### config.mk
export PLATFORM = sky130hd
export DESIGN_NAME = onehot_pulse_decoder
export DESIGN_NICKNAME = d
export VERILOG_FILES = /design/src/rtl/onehot_pulse_decoder.sv
export SDC_FILE = /design/constraint.sdc
export NUM_CORES = 1
export LEC_CHECK = 0
export BUFFER_PORTS_ARGS = -buffer_cell sky130_fd_sc_hd__buf_2
export CORE_UTILIZATION = 50
export DETAILED_ROUTE_END_ITERATION = 16
export PLACE_DENSITY = 0.82
export SETUP_SLACK_MARGIN = 0.1
export SLEW_MARGIN = 10
export SYNTH_ARGS = -nofsm -noshare
export SYNTH_HDL_FRONTEND = slang
export SYNTH_SLANG_ARGS = --single-unit
### constraint.sdc
create_clock -name clk -period 2.28 [get_ports clk]
set_input_delay 0.114 -clock clk [delete_from_list [all_inputs] [get_ports clk]]
set_output_delay 0.114 -clock clk [all_outputs]
set_load 0.05 [all_outputs]
### src/rtl/onehot_pulse_decoder.sv
// -----------------------------------------------------------------------------
// onehot_pulse_decoder
//
// Purpose:
//   Accepts one W-bit index per valid/ready handshake. It drives the matching
//   bit of a one-hot N-bit output high for HOLD cycles, then strobes done in the
//   last driven cycle. The block sits downstream of the 4-input priority
//   encoder and re-creates timed per-channel strobes, for example LED or
//   actuator enables.
//
// Handshake:
//   A transfer happens on a rising edge where valid && ready.
//   - ready is combinational from state and reset only; it never looks at valid.
//   - code is captured only at the transfer edge.
//   - The source holds valid until it sees ready.
//   - Changes on code or valid while ready is low are ignored.
//
// Optional feature (macro DEC_GAP_EN):
//   When DEC_GAP_EN is defined, GAP_CYCLES idle cycles (y=0, busy=1, ready=0)
//   follow each pulse before the block returns to IDLE. This guarantees a low
//   gap between consecutive strobes, even on the same line. When the macro is
//   undefined, no GAP logic is built and GAP_CYCLES is ignored.
//
// Parameters:
//   W          code width (>= 1)
//   N          one-hot width, 2**W (derived; do not override)
//   HOLD       cycles the decoded line stays high (1..255)
//   GAP_CYCLES idle cycles after each pulse, DEC_GAP_EN only (1..255)
//
// Ports:
//   clk       in   system clock, rising edge
//   reset     in   synchronous active-high reset
//   code      in   [W-1:0] index to decode
//   valid     in   code is meaningful
//   ready     out  decoder can accept a code this cycle
//   y         out  [N-1:0] registered one-hot output, zero when not driving
//   busy      out  pulse (or gap) in progress
//   done      out  one-cycle strobe in the last driven cycle of a pulse
//   state_dbg out  [1:0] current FSM state (0=IDLE, 1=DRIVE, 2=GAP)
// -----------------------------------------------------------------------------
module onehot_pulse_decoder #(
  parameter int W          = 2,
  parameter int N          = 2**W,
  parameter int HOLD       = 4,
  parameter int GAP_CYCLES = 2
) (
  input  logic         clk,
  input  logic         reset,
  input  logic [W-1:0] code,
  input  logic         valid,
  output logic         ready,
  output logic [N-1:0] y,
  output logic         busy,
  output logic         done,
  output logic [1:0]   state_dbg
);

  typedef enum logic [1:0] {
    IDLE  = 2'd0,
    DRIVE = 2'd1,
    GAP   = 2'd2
  } state_t;

  localparam logic [7:0]   HOLD_LOAD = 8'(HOLD - 1);
  localparam logic [N-1:0] ONE       = {{(N-1){1'b0}}, 1'b1};

  state_t     state;
  state_t     state_next;
  logic [7:0] hold_cnt;
  logic       transfer;
  logic       drive_last;

  assign transfer   = valid && ready;
  assign drive_last = (state == DRIVE) && (hold_cnt == 8'd0);

  // State register, hold counter and the registered one-hot output.
  always_ff @(posedge clk) begin
    if (reset) begin
      state    <= IDLE;
      hold_cnt <= 8'd0;
      y        <= '0;
    end else begin
      state <= state_next;
      if (transfer) begin
        hold_cnt <= HOLD_LOAD;
        y        <= ONE << code;
      end else begin
        // The counter stops at zero; it is reloaded only on a transfer.
        if ((state == DRIVE) && (hold_cnt != 8'd0)) begin
          hold_cnt <= hold_cnt - 8'd1;
        end
        if (drive_last) begin
          y <= '0;
        end
      end
    end
  end

`ifdef DEC_GAP_EN
  localparam logic [7:0] GAP_LOAD = 8'(GAP_CYCLES - 1);

  logic [7:0] gap_cnt;

  // The gap counter is loaded as DRIVE ends and counts GAP_CYCLES cycles.
  always_ff @(posedge clk) begin
    if (reset) begin
      gap_cnt <= 8'd0;
    end else if (drive_last) begin
      gap_cnt <= GAP_LOAD;
    end else if ((state == GAP) && (gap_cnt != 8'd0)) begin
      gap_cnt <= gap_cnt - 8'd1;
    end
  end
`endif

  // Next-state logic.
  always_comb begin
    state_next = state;
    case (state)
      IDLE: begin
        if (transfer) begin
          state_next = DRIVE;
        end
      end
      DRIVE: begin
        if (hold_cnt == 8'd0) begin
`ifdef DEC_GAP_EN
          state_next = GAP;
`else
          state_next = IDLE;
`endif
        end
      end
`ifdef DEC_GAP_EN
      GAP: begin
        if (gap_cnt == 8'd0) begin
          state_next = IDLE;
        end
      end
`endif
      default: state_next = IDLE;
    endcase
  end

  // Outputs decoded from state.
  always_comb begin
    ready     = (state == IDLE) && !reset;
    busy      = (state != IDLE);
    done      = drive_last;
    state_dbg = state;
  end

endmodule

==> impl_metrics.toml <==
[finish]
syn_to_final_growth_pct = 15.2
final_layout_size_suffix_gt1_share_pct = 25.8
fillerInstances = 113
antenna_cells = 0
mostFrequentLayoutCells = "dfxtp_1, buf_2, inv_1, a21oi_1"
final_common_cell = "dfxtp_1"
layout.nets = 97

[sta]
period_share_pct = 84.6
rsz0062_at_grt = "no"
finalHoldViolCount = 0
fin_crit_ns = 1.93
slew_viol_final = 0
setup_slack_ns = 0.351
finalClockSkew_ns = 0.00554
tightest_slew_ns = 0.570
hold_slack_ns = 0.0865
setup_viol = 0
setup_tns_ns = 0
max_slew_margin_pct = 61.6
fmax_mhz = 519

[route]
drt-vias-per-instance = 6.08
ant_nets = 0
drt_wl_total_um = 1430
vias = 626
drt_iter0_markers = 11
first_pass_iters = 4
routedWlPerCell_um = 13.9
drc = 0

[grt]
antenna_found_initial = 0
grt_usage_pct = 22.7
grt_max_degree = 14
grt_pass1_vias = 515
grt_pass1_wl_um = 2240
overflow = 0

[critical_path]
cp.required_ns = 2.17
end_kind = "primary output"
critical_path_class = "reg2out"
path_max_fanout = 5
arrival_ns = 1.81
startpoint_type = "register"

[floorplan]
io_pins = 14
start_util_pct = 56.2
core_area_um2 = 1170
rows = 12
die_w_um = 38.3
chipHeight_um = 38.3
dieArea_um2 = 1470

[yosys]
syn_area_um2 = 658
synth_xor_area_share_pct = 0
muxShareOfSynthArea_pct = 1.52
synth_adder_area_share_pct = 3.80
synth_top_family_by_area = "compound AO/OA/AOI/OAI gates"
synth_cell_types = 29
ys_ff_latch = 13
seq_area_frac_synth_pct = 39.5
synth_top_cell_by_area = "dfxtp_1"
synth.area.top_cells = "dfxtp_1, a32o_1, a21oi_1, or4_1, inv_1"
netlist_instances = 74
syn_avg_cell_area_um2 = 8.89
synth_top_area_share_pct = 39.5
synth_compound_area_share_pct = 25.5
yosys.area_share.simple_pct = 22.2
syn_nets = 81
yosys_warnings = 0

[pwr]
p_comb_share_pct = 31.5
seqPwrFrac_pct = 44.3
p_int_mw = 0.377
max-vdd-ir-drop_v = 0.000500
leakage_nw = 0.332
power_switching_mw = 0.209
switching_share_pct = 35.6
powerDensity_nw_per_um2 = 773
clockPowerShare_pct = 24.2

[placed_design]
dp_hpwl_um = 1090
place_congestion = 0.801
port_buffers = 12
dp_slack_ns = 0.482

[min_path]
hp-class = "in2reg"

[cts]
numCtsBuffers = 3
clk-insertion-delay-late_ns = 0.27
cts_num_sinks = 13
cts_tree = "built"
cts-resized-gates = 0
post-cts-setup-buffers = 0
clk_path_buf_depth = 2
path_clk_slew_ns = 0.08
cts_hold_buf = 0
cts-root-buf = "clkbuf_4"
htreeDepth = 1

[job]
maxCapViolCount = 0

[status]
outcome = "finished clean"
[path summary, 6_finish.rpt]
kind	from	end	slack [ns]	depth (start not counted)
setup / recovery	hold_cnt[0]	done	0.35	6
hold / removal	code[1]	y[3]	0.09	2
setup reg to reg	hold_cnt[0]	hold_cnt[4]	0.47	6
hold reg to reg	y[1]	y[1]	0.49	1
[worst max-delay path, cell delays in order, from the launching register on]
cell and delay (ns):
dfxtp_1 0.34, inv_1 0.11, ha_1 0.19, nor3b_1 0.26, nand3_1 0.23, inv_1 0.13, buf_2 0.27
[power groups by stage]
| stage | Sequential (mW) | Clock (mW) | Combinational [mW] |
|---|---|---|---|
| final | 0.259 | 0.142 | 0.185 |
| after global placement | 0.263 | 0 | 0.178 |
| after detailed placement | 0.265 | 0 | 0.184 |
| after floorplan | 0.279 | 0 | 0.122 |
| after CTS | 0.259 | 0.143 | 0.185 |
| after global routing | 0.262 | 0.161 | 0.200 |
[layer usage]
metal | up-vias | part of all wire [%] | GRT usage [%]
met4 | 0 | 0.70 | 8.04
li1 | 310 | - | -
met5 | - | 0 | 0
met1 | 307 | 48 | 29.8
met3 | 2 | 2.3 | 5.23
met2 | 7 | 49 | 36.0
[cell families (layout without fill, tap and decap cells)]
logic type                 after synthesis  in the layout
AOI/OAI and AO/OA                       23             23
adders and majority gates                2              2
buffers and inverters                   10             25
DFF                                     13             13
muxes                                    1              1
other                                    1              1
and+or+nand+nor                         24             24
[state kept, by name, indices dropped and copies added (netlist names)]
signal	cells
y	4
hold_cnt	8
state_dbg	1
[layout make-up]
type | count | area (µm²) | area share [%]
tap | 14 | 17.5 | 2.31
clock buffer | 4 | 26.3 | 3.47
sequential | 13 | 260 | 34.3
inverter | 7 | 26.3 | 3.47
multi-input combinational | 51 | 353 | 46.5
timing repair buffer | 14 | 75.1 | 9.90
[synthesized netlist by cell type (all sizes together)]
master	n
nand3	1
or2	1
or4b	1
nand2	4
a32o	4
a211o	3
a211oi	1
o211ai	1
mux2i	1
ha	2
a31oi	1
a21oi	6
or4	5
a2111oi	2
conb	1
clkbuf	1
nor3	3
nor4	2
or3b	1
o21ai	4
o221a	1
dfxtp	13
and3	1
inv	7
buf	2
nor3b	1
nor2	4
[metrics by stage]
stage          utilization [%]  instances  power, mW  instance area (µm²)
2_1_floorplan                -         74      0.401                  658
3_3_place_gp              62.5         99      0.441                  732
3_5_place_dp              62.5         99      0.449                  732
4_1_cts                   64.7        103      0.587                  758
5_1_grt                   64.7        103      0.622                  758
6_report                  64.7        103      0.586                  758
Power figures use the tool's default switching activity.
